`config.mk`:
```
export PLATFORM = sky130hd
export DESIGN_NAME = dmem_store_buffer_flat
export DESIGN_NICKNAME = d
export VERILOG_FILES = /design/src/rtl/dmem_store_buffer_pkg.sv /design/src/rtl/dmem_store_buffer_if.sv /design/src/rtl/dmem_store_buffer_sb_fifo.sv /design/src/rtl/dmem_store_buffer.sv /design/src/flat_wrapper.sv
export SDC_FILE = /design/constraint.sdc
export NUM_CORES = 1
export LEC_CHECK = 0
export CAP_MARGIN = 20
export CORE_MARGIN = 2
export CORE_UTILIZATION = 45
export DETAILED_ROUTE_END_ITERATION = 8
export MAX_ROUTING_LAYER = met4
export PLACE_DENSITY = 0.76
export SLEW_MARGIN = 25
export SYNTH_ARGS = -nofsm -noshare
export SYNTH_HDL_FRONTEND = slang
export SYNTH_HIERARCHICAL = 1
export SYNTH_SLANG_ARGS = --single-unit
```
`constraint.sdc`:
```
create_clock -name clk -period 12.5 [get_ports clk]
set_input_delay 2.5 -clock clk [delete_from_list [all_inputs] [get_ports clk]]
set_output_delay 2.5 -clock clk [all_outputs]
set_load 0.01 [all_outputs]
```
`src/rtl/dmem_store_buffer_pkg.sv`:
```
// Shared types for the data-memory store buffer: FSM encoding, word-address width, buffer entry.
// Latency: n/a (types and constants only).
// Backpressure: n/a.
package dmem_pkg;

    localparam int WADDR_W = 30;

    typedef enum logic [1:0] {
        ST_IDLE    = 2'd0,
        ST_WR      = 2'd1,
        ST_RD      = 2'd2,
        ST_RD_DONE = 2'd3
    } state_t;

    typedef logic [WADDR_W-1:0] waddr_t;

    typedef struct packed {
        waddr_t      addr;
        logic [31:0] data;
    } sb_entry_t;

endpackage

```
`src/rtl/dmem_store_buffer_if.sv`:
```
// Bundle of the MEM-stage port and the external memory req/ack port around the store buffer.
// Latency: n/a (wiring only).
// Backpressure: core side via core_stall, memory side via mem_req held until mem_ack.
interface dmem_store_buffer_if;

    logic [31:0] core_addr;
    logic        core_wen;
    logic        core_ren;
    logic [31:0] core_wdata;
    logic [31:0] core_rdata;
    logic        core_stall;

    logic        mem_req;
    logic        mem_we;
    logic [31:0] mem_addr;
    logic [31:0] mem_wdata;
    logic        mem_ack;
    logic [31:0] mem_rdata;

    logic        buf_empty;

    // The bridge: answers the core and masters the memory transaction.
    modport master (
        input  core_addr, core_wen, core_ren, core_wdata, mem_ack, mem_rdata,
        output core_rdata, core_stall, mem_req, mem_we, mem_addr, mem_wdata, buf_empty
    );

    // The surroundings: pipeline MEM stage plus the memory model.
    modport slave (
        output core_addr, core_wen, core_ren, core_wdata, mem_ack, mem_rdata,
        input  core_rdata, core_stall, mem_req, mem_we, mem_addr, mem_wdata, buf_empty
    );

endinterface

```
`src/rtl/dmem_store_buffer_sb_fifo.sv`:
```
// Circular store FIFO of {word addr, data} with a combinational youngest-match forward lookup.
// Latency: push visible to lookup/head the cycle after the edge; lookup is combinational.
// Backpressure: push ignored when full, pop ignored when empty; caller gates on full/count.
module sb_fifo
    import dmem_pkg::*;
#(
    parameter int DEPTH = 4
) (
    input  logic                       clk,
    input  logic                       rst,
    input  logic                       push,
    input  sb_entry_t                  push_dat,
    input  logic                       pop,
    output sb_entry_t                  head_dat,
    output logic [$clog2(DEPTH):0]     count,
    output logic                       full,
    input  waddr_t                     lookup_addr,
    output logic                       hit,
    output logic [31:0]                hit_dat
);

    localparam int PW = $clog2(DEPTH);
    localparam int CW = PW + 1;

    sb_entry_t         entries [DEPTH];
    logic [PW-1:0]     head;
    logic [PW-1:0]     tail;
    logic [CW-1:0]     cnt;
    logic              push_ok;
    logic              pop_ok;

    assign full     = (cnt == CW'(DEPTH));
    assign push_ok  = push && !full;
    assign pop_ok   = pop && (cnt != '0);
    assign count    = cnt;
    assign head_dat = entries[head];

    // Pointer and occupancy bookkeeping; reset discards every buffered store.
    always_ff @(posedge clk or posedge rst) begin
        if (rst) begin
            head <= '0;
            tail <= '0;
            cnt  <= '0;
        end else begin
            if (push_ok) tail <= tail + PW'(1);
            if (pop_ok)  head <= head + PW'(1);
            if (push_ok && !pop_ok)      cnt <= cnt + CW'(1);
            else if (!push_ok && pop_ok) cnt <= cnt - CW'(1);
        end
    end

    // Entry storage; contents are qualified by cnt so they need no reset.
    always_ff @(posedge clk) begin
        if (push_ok) entries[tail] <= push_dat;
    end

    // Walk from oldest to youngest so the last match wins (youngest store forwards).
    always_comb begin
        logic [PW-1:0] idx;
        hit     = 1'b0;
        hit_dat = '0;
        idx     = head;
        for (int i = 0; i < DEPTH; i++) begin
            idx = head + PW'(i);
            if ((CW'(i) < cnt) && (entries[idx].addr == lookup_addr)) begin
                hit     = 1'b1;
                hit_dat = entries[idx].data;
            end
        end
    end

endmodule

```
`src/rtl/dmem_store_buffer.sv`:
```
// MEM-stage to multi-cycle memory bridge: single-cycle stores into a buffer, background in-order drain, load forwarding.
// Latency: store/hit 0 stall cycles; miss from IDLE stalls t..t+k, data at t+k+1; drain one store per ack latency + 1.
// Backpressure: core_stall on full-buffer store or load miss; memory request held stable until mem_ack.
module dmem_store_buffer
    import dmem_pkg::*;
#(
    parameter int DEPTH = 4
) (
    input  logic                   clk,
    input  logic                   rst,
    dmem_store_buffer_if.master    bus
);

    localparam int CW = $clog2(DEPTH) + 1;

    state_t            state;
    state_t            next_state;
    sb_entry_t         head_dat;
    sb_entry_t         push_dat;
    logic [CW-1:0]     count;
    logic              full;
    logic              hit;
    logic [31:0]       hit_dat;
    waddr_t            word;
    logic              push;
    logic              pop;
    logic              load;
    logic              load_miss;

    logic              req_q;
    logic              we_q;
    logic [31:0]       addr_q;
    logic [31:0]       wdata_q;
    logic [31:0]       rd_q;

    assign word      = bus.core_addr[31:2];
    assign push_dat  = '{addr: word, data: bus.core_wdata};
    assign push      = bus.core_wen && !full;
    assign load      = bus.core_ren && !bus.core_wen;
    assign load_miss = load && !hit;
    assign pop       = (state == ST_WR) && bus.mem_ack;

    sb_fifo #(.DEPTH(DEPTH)) u_fifo (
        .clk         (clk),
        .rst         (rst),
        .push        (push),
        .push_dat    (push_dat),
        .pop         (pop),
        .head_dat    (head_dat),
        .count       (count),
        .full        (full),
        .lookup_addr (word),
        .hit         (hit),
        .hit_dat     (hit_dat)
    );

    // State register.
    always_ff @(posedge clk or posedge rst) begin
        if (rst) state <= ST_IDLE;
        else     state <= next_state;
    end

    // Next state: a load miss beats draining; every transaction returns through IDLE.
    always_comb begin
        next_state = state;
        case (state)
            ST_IDLE: begin
                if (load_miss)            next_state = ST_RD;
                else if (count != '0)     next_state = ST_WR;
            end
            ST_WR:      if (bus.mem_ack) next_state = ST_IDLE;
            ST_RD:      if (bus.mem_ack) next_state = ST_RD_DONE;
            ST_RD_DONE: next_state = ST_IDLE;
            default:    next_state = ST_IDLE;
        endcase
    end

    // Core-facing outputs: stall on full store or unresolved miss, forward youngest hit or returned read.
    always_comb begin
        bus.core_stall = (bus.core_wen && full) || (load_miss && (state != ST_RD_DONE));
        bus.core_rdata = '0;
        if (hit)                        bus.core_rdata = hit_dat;
        else if (state == ST_RD_DONE)   bus.core_rdata = rd_q;
        bus.buf_empty  = (count == '0) && (state != ST_WR);
    end

    // Memory request registers: loaded when leaving IDLE, dropped on the ack edge.
    always_ff @(posedge clk or posedge rst) begin
        if (rst) begin
            req_q   <= 1'b0;
            we_q    <= 1'b0;
            addr_q  <= '0;
            wdata_q <= '0;
            rd_q    <= '0;
        end else begin
            case (state)
                ST_IDLE: begin
                    if (load_miss) begin
                        req_q  <= 1'b1;
                        we_q   <= 1'b0;
                        addr_q <= {word, 2'b00};
                    end else if (count != '0) begin
                        req_q   <= 1'b1;
                        we_q    <= 1'b1;
                        addr_q  <= {head_dat.addr, 2'b00};
                        wdata_q <= head_dat.data;
                    end
                end
                ST_WR: if (bus.mem_ack) req_q <= 1'b0;
                ST_RD: begin
                    if (bus.mem_ack) begin
                        req_q <= 1'b0;
                        rd_q  <= bus.mem_rdata;
                    end
                end
                default: ;
            endcase
        end
    end

    assign bus.mem_req   = req_q;
    assign bus.mem_we    = we_q;
    assign bus.mem_addr  = addr_q;
    assign bus.mem_wdata = wdata_q;

endmodule

```
`src/flat_wrapper.sv`:
```
// flat-port wrapper written by rule: the top's interface ports become plain ports
module dmem_store_buffer_flat import dmem_pkg::*;
#(
    parameter int DEPTH = 4
)
  (clk, rst, bus_core_addr, bus_core_wen, bus_core_ren, bus_core_wdata, bus_mem_ack, bus_mem_rdata, bus_core_rdata, bus_core_stall, bus_mem_req, bus_mem_we, bus_mem_addr, bus_mem_wdata, bus_buf_empty);
  dmem_store_buffer_if bus_i ();
  input  logic clk;
  input  logic rst;
  input wire logic [$bits(bus_i.core_addr)-1:0] bus_core_addr;
  input wire logic [$bits(bus_i.core_wen)-1:0] bus_core_wen;
  input wire logic [$bits(bus_i.core_ren)-1:0] bus_core_ren;
  input wire logic [$bits(bus_i.core_wdata)-1:0] bus_core_wdata;
  input wire logic [$bits(bus_i.mem_ack)-1:0] bus_mem_ack;
  input wire logic [$bits(bus_i.mem_rdata)-1:0] bus_mem_rdata;
  output wire logic [$bits(bus_i.core_rdata)-1:0] bus_core_rdata;
  output wire logic [$bits(bus_i.core_stall)-1:0] bus_core_stall;
  output wire logic [$bits(bus_i.mem_req)-1:0] bus_mem_req;
  output wire logic [$bits(bus_i.mem_we)-1:0] bus_mem_we;
  output wire logic [$bits(bus_i.mem_addr)-1:0] bus_mem_addr;
  output wire logic [$bits(bus_i.mem_wdata)-1:0] bus_mem_wdata;
  output wire logic [$bits(bus_i.buf_empty)-1:0] bus_buf_empty;
  assign bus_i.core_addr = bus_core_addr;
  assign bus_i.core_wen = bus_core_wen;
  assign bus_i.core_ren = bus_core_ren;
  assign bus_i.core_wdata = bus_core_wdata;
  assign bus_i.mem_ack = bus_mem_ack;
  assign bus_i.mem_rdata = bus_mem_rdata;
  assign bus_core_rdata = bus_i.core_rdata;
  assign bus_core_stall = bus_i.core_stall;
  assign bus_mem_req = bus_i.mem_req;
  assign bus_mem_we = bus_i.mem_we;
  assign bus_mem_addr = bus_i.mem_addr;
  assign bus_mem_wdata = bus_i.mem_wdata;
  assign bus_buf_empty = bus_i.buf_empty;
  dmem_store_buffer #(.DEPTH(DEPTH)) u_core (.clk(clk), .rst(rst), .bus(bus_i));
endmodule
```
**Word-level counts from Yosys, hierarchy flattened**

Memory sizes are Yosys's and may differ from the RTL's.
Index checks and enable logic that the tools add are counted.

- RAM bits: 248
- Memories kept: 1
- Logic and storage cells: 94
- Output and inout port bits: 100
- Register bits: 107
- Input port bits: 101

Memory list:

| memory | depth | width | rd ports | clocked after memory_dff | wr ports | line | text |
|---|---|---|---|---|---|---|---|
| u_core.u_fifo.entries | 4 | 62 | 4 | 0 | 1 | dmem_store_buffer_sb_fifo.sv:25 | `sb_entry_t entries [DEPTH];` |

- Equality and inequality tests: 14
- Add/sub/neg operators: 6
- Reductions and logical operators: 33
- Bitwise logic cells: 1
- Multiplexer cells: 26
- Magnitude comparators: 4

Operators by type and width:

| operator | number |
|---|---|
| $mux 32 | 8 |
| $eq 30x30->1 | 4 |
| $logic_and 1x1->1 | 15 |
| $mux 1 | 10 |
| $reduce_and 3->1 | 3 |
| $mux 2 | 4 |
| $pmux 2 s4 | 1 |
| $lt 1x3->1 const A | 2 |
| $lt 2x3->1 const A | 2 |
| $mux 3 | 2 |
| $ne 2x2->1 const B | 3 |
| $reduce_bool 2->1 | 3 |
| $logic_not 1->1 | 5 |
| $add 2x1->2 const B | 2 |
| $add 2x2->2 const B | 2 |
| $eq 2x2->1 const B | 2 |
| $ne 2x1->1 const B | 2 |
| $reduce_and 2->1 | 2 |
| $add 3x1->3 const B | 1 |
| $eq 3x3->1 const B | 1 |
| $logic_not 3->1 | 1 |
| $ne 3x1->1 const B | 1 |
| $reduce_bool 3->1 | 1 |
| $sub 3x1->3 const B | 1 |
| other kinds (6) | 6 |

**Logic depth before layout (Yosys ltp)**

An unclocked memory read counts as a cell.

- Depth after elaboration: 11
- Gate-level depth with buffers: 18
- Depth with buffers taken out: 11

**Cells and area by module**

The synthesis kept the hierarchy.

By module, submodules not included:

| module | area an instance (um^2) | cells an instance | instances |
|---|---|---|---|
| sb_fifo | 17,666.9 | 1,536 | 1 |
| dmem_store_buffer | 4,923.5 | 453 | 1 |

**Least setup slack after synthesis**

No wires, ideal clock.

- Path type: input port to output port
- Start point: in bus_core_addr[28]
- End point: out bus_core_rdata[0]
- Slack: 4,468 ps
- Path buffers: 3
- Cell stages on the path: 11
- Arrival time: 5,532 ps
- Cells stage by stage: clkbuf_1 o22ai_1 or3_1 o31a_1 or4_1 o41ai_2 nand3b_1 clkbuf_1 clkbuf_1 nand2_1 o21ai_0

- Word-level cells in the longest chain between the ends: 7
- Elaborated cells on any way between the ends: 17
- Classes of those cells: eq/ne (4); mux (9); reduce/logical (4)

RTL lines:

| what | line | text |
|---|---|---|
| from (decl) | flat_wrapper.sv:10 | `input wire logic [$bits(bus_i.core_addr)-1:0] bus_core_addr;` |
| $eq 30x30->1 | dmem_store_buffer_sb_fifo.sv:65 | `if ((CW'(i) < cnt) && (entries[idx].addr == lookup_addr)) begin` |
| $logic_and 1x1->1 | dmem_store_buffer_sb_fifo.sv:65 |  |
| $mux 1 (3 in series) | dmem_store_buffer_sb_fifo.sv:65 |  |
| $mux 1 (*) | dmem_store_buffer_sb_fifo.sv:65 |  |
| via u_core.hit | dmem_store_buffer.sv:22 | `logic hit;` |
| $mux 32 (*) | dmem_store_buffer.sv:82 | `if (hit) bus.core_rdata = hit_dat;` |
| to (decl) | flat_wrapper.sv:16 | `output wire logic [$bits(bus_i.core_rdata)-1:0] bus_core_rdata;` |

Mark *: on every way through the listed nets, which the timed path passes. The rest lies on a longest branch.

**Worst setup path in the final report**

- Start point: in bus_core_addr[11]
- End point: out bus_core_rdata[20]

- Word-level cells in the longest chain between the ends: 7
- Elaborated cells on any way between the ends: 17
- Classes of those cells: eq/ne (4); mux (9); reduce/logical (4)

RTL lines:

| what | line | text |
|---|---|---|
| $eq 30x30->1 | dmem_store_buffer_sb_fifo.sv:65 |  |
| $logic_and 1x1->1 | dmem_store_buffer_sb_fifo.sv:65 |  |
| $mux 32 (3 in series) | dmem_store_buffer_sb_fifo.sv:65 |  |
| $mux 32 (*) | dmem_store_buffer_sb_fifo.sv:65 |  |
| via u_core.hit_dat[20] | dmem_store_buffer.sv:23 | `logic [31:0] hit_dat;` |
| $mux 32 (*) | dmem_store_buffer.sv:82 |  |

Marked as above.

==> metrics.md <==
| Metric | Value |
|---|---|
| Setup CP Type | `in2out` |
| Die footprint | `52000 µm²` |
| GRT Util Overall | `27.4%` |
| DRT antenna net count | `0` |
| DRT Wirelength | `about 71000 µm` |
| Final Cycle Share | `83.3%` |
| Final min period | `10.42 ns` |
| Slew HR | `between 30% and 40%` |
| Simple-gate portion of the synthesized area | `10.7%` |
| Setup TNS | `0 ns` |
| Worst setup EP type | `output port` |
| Fmax | `slightly below 100 MHz` |
| Min-Delay Path Depth | `1` |
| Mux contribution to synthesized area | `21.2%` |
| Top cell by count, worst path | `buf_4` |
| Cell breakdown of the critical path | `clkdlybuf4s50_1 -> buf_4 -> o2bb2ai_1 -> or4_1 -> a211oi_4 -> buf_4 -> and4_2 -> buf_4 -> or3_1 -> a32oi_1 -> o32ai_1 -> nand2_1 -> o21ai_0 -> clkdlybuf4s50_1` |
| Largest net degree at the start of global routing | `186` |
| CP Data Required Time | `10.00 ns` |
| Compound-gate portion of the synthesized area | `13.9%` |
| Initial DRC count | `between 2000 and 2500` |
| Slowest cell on crit path | `and4_2` |
| Seq cells post-synth | `353` |
| Post-synthesis sequential area ratio | `44.6%` |
| CTS Buf Count | `39` |
| Register-to-Register Path Depth | `12` |
| Mean post-synth cell area | `roughly 11 µm²` |
| GP Congestion | `between 0.9 and 1` |
| Pleak | `0.00957 µW` |
| Dpl hpwl | `approximately 46000 µm` |
| Synth cell types | `85` |
| Core Util, Final | `between 50% and 60%` |
| Post-CTS setup buffer count | `0` |
| Die Wd | `228 µm` |
| Initial antenna violation count | `7` |
| First-pass GRT wire length | `108000 µm` |
| Max Buffers Root-to-Sink | `3` |
| Post-Synthesis Cells | `1989` |
| Ys flop type | `edfxtp_1` |
| Fraction of registers with async set/reset | `29.7%` |
| Post-synth EDFFs | `248` |
| VDD IR max | `about 260 µV` |
| Drt via density | `around 6.5` |
| CP arrival | `7.92 ns` |
| Clock Skew | `0.0337 ns` |
| WL/cell | `25.7 µm` |
| Skew-Pair Late Insertion Delay | `between 0.5 and 0.6 ns` |
| Clock sinks | `353` |
| Max-cap viol count | `0` |
| Root buffer cell | `clkbuf_16` |
| CTS H-tree depth | `2` |
| Via count | `between 15000 and 20000` |
| Global route overflow | `0` |
| IO buf count | `196` |
| Hold Path Class | `reg2reg` |
| Non-filler instance count after layout | `2780` |
| Reg clk slew, reported paths | `about 0.060 ns` |
| CP startpoint kind | `input port` |
| Mapped Area | `22600 µm²` |
| RSZ-0062 raised after global routing | `no` |
| Most area-hungry cell type in the Yosys netlist | `edfxtp_1` |
| Share of layout cells above drive strength 1 | `12.9%` |
| Cell count after placement | `2701` |
| Core area | `49900 µm²` |
| Pre-antenna DRT Iters | `7` |
| Hold Vio Cnt, Final | `0` |
| Top cell type's share of synthesized area | `about a third` |
| Synthesized-area fraction occupied by xor and xnor cells | `~4.0%` |
| Fin. max-slew vios | `0` |
| Final setup fails | `0` |
| Largest family of logic cells by synthesized area | `multiplexers` |
| Max incr delay on CP | `1.00 ns` |
| # fillers | `around 4300` |
| Power Dens Cells | `244 nW/µm²` |
| Row Count | `between 80 and 90` |
| Starting Density | `45.3%` |
| Remaining DRCs | `0` |
| Final nets | `between 2000 and 2500` |
| Synth warn | `6` |
| Adder-Cell Fraction of Synth Area | `0.775%` |
| Largest cells by area after synthesis | `edfxtp_1 (33%), dfrtp_1 (12%), mux2i_1 (11%)` |
| Total power of the final layout | `6350 µW` |
| Status | `completed` |
| Area Overhead vs Synth | `15.2%` |
| Worst reg-to-reg setup slack | `5.74 ns` |
| Vias in the first global route | `17880` |
| Post-cts resize count | `0` |
| IO Pins | `201` |
| Critical Path Fanout Max | `42` |
| Die H | `around 230 µm` |
| CTS tree | `done` |
| Measured slew at the worst slew-check pin | `1.05 ns` |
| Hold-fix buffer count after cts | `0` |
-- metrics by stage --
step | setup WS, ns | hold slack [ns] | instance area [µm²]
after floorplan | 4.47 | 0.479 | 22600
after global placement | 2.34 | 0.468 | 24700
after detailed placement | 2.35 | 0.475 | 24700
after CTS | 2.34 | 0.488 | 26000
after global routing | 2.07 | 0.502 | 26000
final | 2.08 | 0.486 | 26000
-- worst paths after layout --
| check | to | from |
|---|---|---|
| max | bus_core_rdata[20] | bus_core_addr[11] |
| min | u_core/bus.mem_addr[11]$_DFFE_PP0P_ | u_core/bus.mem_addr[11]$_DFFE_PP0P_ |
| max in group asynchronous | u_core/bus.mem_wdata[1]$_DFFE_PP0P_ | rst |
| max reg2reg | u_core/bus.mem_wdata[20]$_DFFE_PP0P_ | u_core/u_fifo/head[1]$_DFFE_PP0P_ |
| min in group asynchronous | u_core/u_fifo/tail[0]$_DFFE_PP0P_ | rst |
| min reg2reg | u_core/bus.mem_addr[11]$_DFFE_PP0P_ | u_core/bus.mem_addr[11]$_DFFE_PP0P_ |
-- cells in the mapped netlist (all sizes together), types with 4 or more instances --
cell type / instances
nor2b: 8
o41ai: 6
a222oi: 4
o32ai: 25
o2bb2ai: 5
a2111o: 4
mux2i: 256
o22ai: 15
dfrtp: 105
a22oi: 20
xnor2: 86
o21ai: 117
a211oi: 7
a2111oi: 40
and3: 37
clkbuf: 98
and2: 11
or3: 55
o211ai: 5
inv: 17
a21oi: 60
nor3b: 6
nand3: 10
nand2: 153
mux2: 104
o32a: 5
nor2: 55
ha: 14
mux4: 41
nand4: 30
nor3: 45
o31ai: 26
a31oi: 28
or2: 7
edfxtp: 248
a32oi: 22
nor4: 5
xor2: 16
buf: 94
a211o: 34
or4: 25
-- registers in the layout (all words and copies together), names as in the netlist --
register / cells
u_core/u_fifo/entries: 248
u_core/bus.mem_addr: 30
u_core/rd_q: 32
u_core/u_fifo/tail: 2
u_core/state: 2
u_core/u_fifo/count: 3
u_core/bus.mem_req: 1
u_core/bus.mem_wdata: 32
u_core/bus.mem_we: 1
u_core/u_fifo/head: 2
-- cell usage in the layout, fill, tap and decap left out, types with 6 or more instances in the layout --
cell type / instances
clkbuf_1: 19
a2111oi_0: 39
nand4_1: 30
mux2i_1: 253
nor3_1: 44
or3_1: 54
or2_2: 7
a21oi_1: 60
ha_1: 13
xor2_1: 16
clkbuf_16: 40
buf_4: 33
mux2_4: 30
and3_1: 37
o21ai_0: 115
mux2_2: 74
o32ai_1: 24
inv_1: 16
edfxtp_1: 248
xnor2_1: 86
nand3_1: 8
o22ai_1: 15
nand2_1: 152
dfrtp_1: 103
a31oi_1: 27
and2_1: 7
nor2_1: 55
mux4_2: 41
or4_1: 25
o31ai_1: 26
a32oi_1: 22
a211o_1: 34
clkdlybuf4s50_1: 196
a22oi_1: 20
diode_2: 6
nor2b_1: 8
-- cell families after synthesis --
family / after synthesis
AOI/OAI and AO/OA: 445
xor gates and xnor gates: 102
adders and majority gates: 14
buffers and inverters: 210
DFF: 353
muxes: 401
other: 1
and+or+nand+nor: 463
-- critical path: cells and delay by family --
kind	cells	cell delay [ns]
compound gates	5	1.05
buf+inv	5	2.44
simple gates	4	1.85
-- area by class of cell --
class | count | area, µm² | share of cell area (%)
Inverter | 18 | 72.6 | 0.279
Clock buffer | 63 | 1130 | 4.33
Timing Repair Buffer | 232 | 2280 | 8.75
Clock inverter | 9 | 136 | 0.524
Antenna cell | 6 | 15.0 | 0.0577
Sequential cell | 353 | 10100 | 38.7
Multi-Input combinational cell | 1427 | 11500 | 44.1
Tap cell | 672 | 841 | 3.23
-- power by group --
part           leakage (µW)  total, µW  internal (µW)  switching [µW]
clock              0.000609       1160            681             476
sequential          0.00352       1880           1630             259
combinational       0.00544       3310           1460            1840
total               0.00957       6350           3770            2580
-- layer usage --
layer | vias to the layer above | track usage, % | routed length (µm)
li1 | 7895 | - | -
met1 | 8916 | 36.4 | 29100
met2 | 1057 | 42.1 | 33200
met3 | 213 | 4.89 | 6530
met4 | 0 | 10.2 | 2620
met5 | - | - | 0
Note: power is estimated with default switching activity, not from simulation.
